<file path="src/rtl/out_layer_pkg.sv">
// Shared output-layer constants: pixel width and FIFO geometry,
// used by out_layer_fifo and output_layer.
package out_layer_pkg;

    localparam int OUT_PIX_W      = 8;
    localparam int OUT_FIFO_DEPTH = 512;
    localparam int OUT_FIFO_CNT_W = 10;
    localparam int OUT_FIFO_AFULL = 500;
    localparam int OUT_PIX_CNT_W  = 16;

endpackage

</file>
<file path="src/rtl/out_layer_fifo_ram.sv">
// Simple dual-port RAM, one write port, one read port with a
// registered, synchronously cleared read output.
// Ports: clk, srst, we/waddr/wdata (write), re/raddr/rdata (read).
module out_layer_fifo_ram #(
    parameter int DW = 8,
    parameter int AW = 9
) (
    input  logic          clk,
    input  logic          srst,
    input  logic          we,
    input  logic [AW-1:0] waddr,
    input  logic [DW-1:0] wdata,
    input  logic          re,
    input  logic [AW-1:0] raddr,
    output logic [DW-1:0] rdata
);

    logic [DW-1:0] mem [0:(1<<AW)-1];

    always_ff @(posedge clk) begin
        if (we) begin
            mem[waddr] <= wdata;
        end
    end

    // Output register holds its value when no read is issued.
    always_ff @(posedge clk) begin
        if (srst) begin
            rdata <= '0;
        end else if (re) begin
            rdata <= mem[raddr];
        end
    end

endmodule

</file>
<file path="src/rtl/out_layer_fifo.sv">
// Elastic pixel FIFO ahead of output_layer, with per-layer pixel count.
// Ports: clk, srst (sync, active high), start/pixels_per_layer (layer
// control), s_data/s_valid/s_ready (input stream), rd_en/dout/data_count
// (drain port), full/empty/almost_full/underflow/layer_done (status).
// Build option OUT_LAYER_FIFO_RELU_EN: clamp negative pixels to 0 on write.
module out_layer_fifo
    import out_layer_pkg::*;
#(
    parameter int DATA_WIDTH    = OUT_PIX_W,
    parameter int DEPTH         = OUT_FIFO_DEPTH,
    parameter int COUNT_WIDTH   = OUT_FIFO_CNT_W,
    parameter int AFULL_THRESH  = OUT_FIFO_AFULL,
    parameter int PIX_CNT_WIDTH = OUT_PIX_CNT_W
) (
    input  logic                     clk,
    input  logic                     srst,
    input  logic                     start,
    input  logic [PIX_CNT_WIDTH-1:0] pixels_per_layer,
    input  logic [DATA_WIDTH-1:0]    s_data,
    input  logic                     s_valid,
    output logic                     s_ready,
    input  logic                     rd_en,
    output logic [DATA_WIDTH-1:0]    dout,
    output logic [COUNT_WIDTH-1:0]   data_count,
    output logic                     full,
    output logic                     empty,
    output logic                     almost_full,
    output logic                     underflow,
    output logic                     layer_done
);

    localparam int AW = $clog2(DEPTH);

    logic [AW-1:0]            wr_ptr;
    logic [AW-1:0]            rd_ptr;
    logic [COUNT_WIDTH-1:0]   count_nxt;
    logic                     wr_fire;
    logic                     rd_fire;
    logic [DATA_WIDTH-1:0]    wr_data;

    logic [PIX_CNT_WIDTH-1:0] pix_cnt;
    logic [PIX_CNT_WIDTH-1:0] pix_nxt;
    logic [PIX_CNT_WIDTH-1:0] pix_base;
    logic [PIX_CNT_WIDTH-1:0] ppl_q;
    logic [PIX_CNT_WIDTH-1:0] ppl_eff;
    logic                     done_base;
    logic                     done_nxt;

    // s_ready comes straight from the registered full flag.
    assign s_ready = ~full;
    assign wr_fire = s_valid & ~full;
    assign rd_fire = rd_en & ~empty;

`ifdef OUT_LAYER_FIFO_RELU_EN
    assign wr_data = s_data[DATA_WIDTH-1] ? '0 : s_data;
`else
    assign wr_data = s_data;
`endif

    out_layer_fifo_ram #(
        .DW (DATA_WIDTH),
        .AW (AW)
    ) u_ram (
        .clk   (clk),
        .srst  (srst),
        .we    (wr_fire),
        .waddr (wr_ptr),
        .wdata (wr_data),
        .re    (rd_fire),
        .raddr (rd_ptr),
        .rdata (dout)
    );

    always_comb begin
        count_nxt = data_count;
        unique case ({wr_fire, rd_fire})
            2'b10:   count_nxt = data_count + COUNT_WIDTH'(1);
            2'b01:   count_nxt = data_count - COUNT_WIDTH'(1);
            default: count_nxt = data_count;
        endcase
    end

    // Flags are computed from the next count so they line up with
    // data_count in the same cycle.
    always_ff @(posedge clk) begin
        if (srst) begin
            wr_ptr      <= '0;
            rd_ptr      <= '0;
            data_count  <= '0;
            full        <= 1'b0;
            empty       <= 1'b1;
            almost_full <= 1'b0;
            underflow   <= 1'b0;
        end else begin
            if (wr_fire) begin
                wr_ptr <= wr_ptr + AW'(1);
            end
            if (rd_fire) begin
                rd_ptr <= rd_ptr + AW'(1);
            end
            if (rd_en && empty) begin
                underflow <= 1'b1;
            end
            data_count  <= count_nxt;
            full        <= (count_nxt == COUNT_WIDTH'(DEPTH));
            empty       <= (count_nxt == '0);
            almost_full <= (count_nxt >= COUNT_WIDTH'(AFULL_THRESH));
        end
    end

    // A start in the same cycle as a write counts that write as the
    // first pixel of the new layer.
    always_comb begin
        ppl_eff   = start ? pixels_per_layer : ppl_q;
        pix_base  = start ? '0 : pix_cnt;
        done_base = start ? 1'b0 : layer_done;
        pix_nxt   = pix_base;
        if (wr_fire && (pix_base != '1)) begin
            pix_nxt = pix_base + PIX_CNT_WIDTH'(1);
        end
        done_nxt = done_base
                 | (wr_fire && (ppl_eff != '0) && (pix_nxt == ppl_eff));
    end

    always_ff @(posedge clk) begin
        if (srst) begin
            pix_cnt    <= '0;
            ppl_q      <= '0;
            layer_done <= 1'b0;
        end else begin
            if (start) begin
                ppl_q <= pixels_per_layer;
            end
            pix_cnt    <= pix_nxt;
            layer_done <= done_nxt;
        end
    end

endmodule

</file>
<file path="config.mk">
export PLATFORM = sky130hd
export DESIGN_NAME = out_layer_fifo
export DESIGN_NICKNAME = d
export VERILOG_FILES = /design/src/rtl/out_layer_pkg.sv /design/src/rtl/out_layer_fifo_ram.sv /design/src/rtl/out_layer_fifo.sv
export SDC_FILE = /design/constraint.sdc
export NUM_CORES = 2
export LEC_CHECK = 0
export BUFFER_PORTS_ARGS = -buffer_cell sky130_fd_sc_hd__buf_2
export CORE_UTILIZATION = 35
export DETAILED_ROUTE_END_ITERATION = 6
export PLACE_DENSITY_LB_ADDON = 0.08
export SYNTH_ARGS = -nofsm -noshare
export SYNTH_HDL_FRONTEND = slang
export SYNTH_HIERARCHICAL = 1
export SYNTH_SLANG_ARGS = --single-unit
</file>
<file path="constraint.sdc">
create_clock -name clk -period 4.8 [get_ports clk]
set_clock_uncertainty 0.05 [all_clocks]
set_input_delay 0.48 -clock clk [delete_from_list [all_inputs] [get_ports clk]]
set_output_delay 0.48 -clock clk [all_outputs]
set_load 0.02 [all_outputs]
</file>
=== Yosys cells after proc, flatten, opt, wreduce, memory -nomap -nowiden ===
Memory sizes are Yosys's and may differ from the RTL's. A register that Yosys moved wholly into a read port is not among the register bits.
Index checks and enable logic that the tools add are counted.

* Eq/ne operators: 5
* Bitwise logic cells: 5
* Reduce and logical (&&, ||, !) cells: 6
* Order comparisons: 1
* Multiplexer cells: 7
* Add/subtract/negate cells: 5

{| class="wikitable"
|+ Operator list
! kind !! count
|-
| 16-bit two-way mux || 3
|-
| 10-bit one-hot mux with 2 select lines || 1
|-
| 9-bit by 1-bit adder with 9-bit output, second input constant || 2
|-
| 16-bit by 1-bit adder with 16-bit output, second input constant || 1
|-
| 16-bit == test || 1
|-
| 16-bit inequality test, second input constant || 1
|-
| 16-bit nonzero test || 1
|-
| 10-bit by 1-bit adder with 10-bit output, second input constant || 1
|-
| 10-bit == test, second input constant || 1
|-
| 10-bit by 9-bit >= comparator with 1-bit output, second input constant || 1
|-
| 10-bit zero test || 1
|-
| 10-bit by 1-bit subtractor with 10-bit output, second input constant || 1
|-
| 1-bit logical AND || 4
|-
| 1-bit two-way mux || 3
|-
| 1-bit bitwise AND || 2
|-
| 2-bit by 1-bit == test with 1-bit output, second input constant || 1
|-
| 2-bit == test, second input constant || 1
|-
| 1-bit inverter || 2
|-
| 1-bit OR || 1
|}

* Bits of input ports: 29
* Memory bits (writable): 4096
* Memories kept: 1
* Register bits after elaboration: 65
* Logic and storage cells: 40
* Output and inout bits: 24

{| class="wikitable"
|+ Memory list
! memory !! words !! bits a word !! read ports !! clocked after memory_dff !! write ports !! line !! text
|-
| u_ram.mem || 512 || 8 || 1 || 1 || 1 || out_layer_fifo_ram.sv:18 || <nowiki>logic [DW-1:0] mem [0:(1<<AW)-1];</nowiki>
|}

=== Depth between registers and ports, before layout ===
* Depth in word-level cells: 7
* Gate-level depth with buffers: 14
* Mapped depth without buffers: 13

=== Cells and area by module ===
The synthesis kept the hierarchy.

{| class="wikitable"
|+ By module, submodules not included
! module !! times used !! cells each !! seq. area each (um^2) !! area each (um^2)
|-
| out_layer_fifo_ram || 1 || 7391 || 123158.1 || 159767.0
|-
| out_layer_fifo || 1 || 466 || 1301.2 || 3818.7
|}

=== Worst setup path before layout ===
OpenSTA, ideal clock, no wires.

* Path kind: input -> register
* Start: input port start
* End: register layer_done
* Arrival time: 3.245 ns
* Slack: 1.447 ns
* Required time: 4.692 ns
* Stages: 14
* Path through: buf_6 -> clkbuf_1 -> clkbuf_1 -> buf_2 -> nor2b_1 -> ha_1 -> and3b_1 -> nand4_1 -> nor4_1 -> xnor2_1 -> o22a_1 -> nand4bb_1 -> a2111oi_2 -> o22a_1

* Longest elaborated chain between the ends: 7

{| class="wikitable"
|+ Ends and longest elaborated chain
! element !! line !! text
|-
| start, declared || out_layer_fifo.sv:17 || <nowiki>input logic start,</nowiki>
|-
| parallel branches: the longest is 6 deep, another holds 16-bit by 1-bit adder with 16-bit output || n/a ||
|-
| 1-bit OR (*) || out_layer_fifo.sv:122 || <nowiki>| (wr_fire && (ppl_eff != '0) && (pix_nxt == ppl_eff));</nowiki>
|-
| end signal, assigned || out_layer_fifo.sv:135 || <nowiki>layer_done <= done_nxt;</nowiki>
|-
| end, declared || out_layer_fifo.sv:29 || <nowiki>output logic layer_done</nowiki>
|}

Every way passes the cells marked *.
A chain may end at the register's enable or synchronous reset.

==> flow_summary.toml <==
[sta]
maxSlewViolCount = 118
period_share = 0.9221
relSlewSlack = -0.1100
rsz0062_at_grt = "no"
tns_ns = 0
finalHoldViolations = 0
finalWorstPathRequiredPeriod_ns = 4.426
setup_viol = 0
worst_slew_pin_slew_ns = 1.665
setup_ws_ns = 0.3739
fmax_ghz = 0.2259

[synthesis]
synth_ff_type = "edfxtp_1"
avgSynthCellArea_um2 = 20.82
synth.area.top_cells = "edfxtp_1, mux4_2, mux2i_1"
ys_seq_area_frac = 0.7608
ys_seq_elements = 4169
synth.distinct_cells = 95
synth-edff-count = 4096
synthTopCellsByCount = "edfxtp_1, mux4_2, nor2_1"
async_flop_share = 0
synth_area_mm2 = 0.1636
yosysTopAreaCell = "edfxtp_1"
yosys.cell_count.top_type = "edfxtp_1"
synth_warnings = 6
synthCells = 7857
netlist.area_leader.share = 0.7519
synthesis.nets = 7892

[final_layout]
area_growth_pct = 15.85
drive_gt1_frac = 0.2706
nNetsFinal = 8505

[job]
cap_violations = 0

[worst_setup_path]
crit_required_ns = 5.65
critPathLaunchType = "register"
crit_path_end_kind = "register"
arrival_ns = 5.28
r2r_cells = 11
path_class = "register to register"
crit_path_max_fanout = 38

[die]
core_mm2 = 0.4645
dieWidth_um = 685.7
die_h_um = 685.7
fp.dieArea_mm2 = 0.4701
num_rows = 250
initial_core_util = 0.3522
ioPinCount = 53

[grt]
grt_start_max_net_pins = 201
gr-total-overflow = 0
grt_use_total = 0.2177
grt_first_pass_wirelength_um = 716700
antenna_found_initial = 41
grt_pass1_vias = 85010

[clocking]
clk_transition_reported_paths_ns = 0.06
clock-sinks = 4169
cts_tree = "done"
numCtsBuffers = 455
hold_buffers = 34
h-tree-depth = 5
cts_root_buffer = "clkbuf_16"
cts_setup_buffers = 0
ctsResizeCount = 0
clk_latency_ns = 1.07
cts_buffer_depth = 4

[place]
hpwl_um = 327000
gp_congestion = 0.8201
place_ws_ns = 0.3767
port_buffers = 52

[worst_hold_path]
hold_class = "input pin to register"
min_path_cells = 4

[route]
num_vias = 83460
viasPerCell = 5.551
wl_per_cell_um = 34.51
drtPass1Iterations = 5
ant_nets = 0
remaining_drc_errors = 0
drtIter0Drc = 9162
wl_um = 518900

[status]
status = "complete, but fails checks"
violations = "max-slew violations"

[power]
p_per_area_mw_per_mm2 = 447.3
ir_drop_uv = 323.2
p_leak_nw = 58.07
[area by class of cell]
| class | count | area, um^2 |
|---|---|---|
| Sequential cell | 4169 | 124500 |
| Inverter | 21 | 101.3 |
| Timing Repair Buffer | 644 | 5983 |
| Antenna cell | 19 | 47.55 |
| Clock inverter | 282 | 2927 |
| Multi-Input combinational cell | 3179 | 36450 |
| Tap cell | 6174 | 7725 |
| Fill cell | 40970 | 275000 |
| Clock buffer | 547 | 11800 |
[routing by layer]
| layer | track usage | wire (um) | vias to the layer above |
|---|---|---|---|
| li1 | - | - | 33940 |
| met1 | 0.3150 | 231100 | 46260 |
| met2 | 0.3462 | 243500 | 2636 |
| met3 | 0.03135 | 29390 | 622 |
| met4 | 0.05715 | 14880 | 4 |
| met5 | 0 | 25 | - |
[cell families (layout without fill, tap and decap cells)]
group / count (synthesis) / count (layout) / share of synthesized area
flip-flops: 4169 / 4169 / 0.7608
multiplexers: 1343 / 1343 / 0.1606
AND/OR/NAND/NOR: 1190 / 1190 / 0.03154
AO/OA/AOI/OAI: 589 / 589 / 0.02552
buffers and inverters: 509 / 1494 / 0.01822
XOR/XNOR: 51 / 51 / 0.002815
adder cells (fa/ha/maj): 6 / 6 / 0.0004589
other: 0 / 19 / 0
[through the flow]
step | instance area [um^2] | utilization | hold WS (ns) | cells | power, mW
detailed placement | 174400 | 0.3754 | 0.3995 | 14150 | 50.85
CTS | 189500 | 0.4079 | 0.002706 | 15020 | 85.80
floorplan | 163600 | - | 0.4167 | 7857 | 47.36
global route | 189500 | 0.4079 | 0.1208 | 15020 | 87.34
finish | 189500 | 0.4080 | 0.1060 | 15040 | 84.77
global placement | 174400 | 0.3754 | 0.3917 | 14150 | 50.83
[registers in the layout, summed over array words and instances, names as in the netlist, 8 cells and up]
register	count
u_ram/mem	4096
wr_ptr	9
rd_ptr	9
ppl_q	16
u_ram/rdata	8
pix_cnt	16
data_count	10
[worst max-delay path: stages, from the launching register on]
cell	delay, ns
dfxtp_4	0.55
buf_12	0.21
buf_12	0.18
buf_12	0.30
mux4_2	0.58
mux4_2	0.56
nand2_1	0.24
nor4b_1	0.83
buf_4	0.26
a2111oi_0	0.10
o32ai_1	0.19
o41ai_1	0.14
[final timing paths]
path / start / end / slack, ns
max: rd_ptr[0]$_SDFFE_PP0P_ / u_ram/rdata[6]$_SDFFE_PP0P_ / 0.37
min reg2reg: underflow$_SDFFE_PP0P_ / underflow$_SDFFE_PP0P_ / 0.41
max reg2reg: rd_ptr[0]$_SDFFE_PP0P_ / u_ram/rdata[6]$_SDFFE_PP0P_ / 0.37
min: start / pix_cnt[9]$_SDFF_PP0_ / 0.11
[where the power goes]
part | switching (mW) | leakage [nW] | internal, mW | total, mW
sequential | 0.186 | 37.4 | 40.0 | 40.2
clock | 14.8 | 7.18 | 20.0 | 34.9
combinational | 5.40 | 13.5 | 4.28 | 9.68
[cells in the final DEF (no fill, tap or decap), types with 44 or more instances in the layout]
cell and instances:
clkinv_2 89, o221ai_1 53, bufinv_16 47, nand2_1 251
dfxtp_1 65, edfxtp_1 4096, buf_12 89, clkbuf_1 87
o21ai_0 69, o22ai_1 64, nor2_1 637, buf_2 44
nand3_1 57, clkbuf_16 457, a22oi_1 69, buf_4 469
mux2i_1 273, clkinv_1 101, a21oi_1 97, mux2_2 52
mux4_2 1006
No activity file was read; power rests on OpenSTA's default activity.
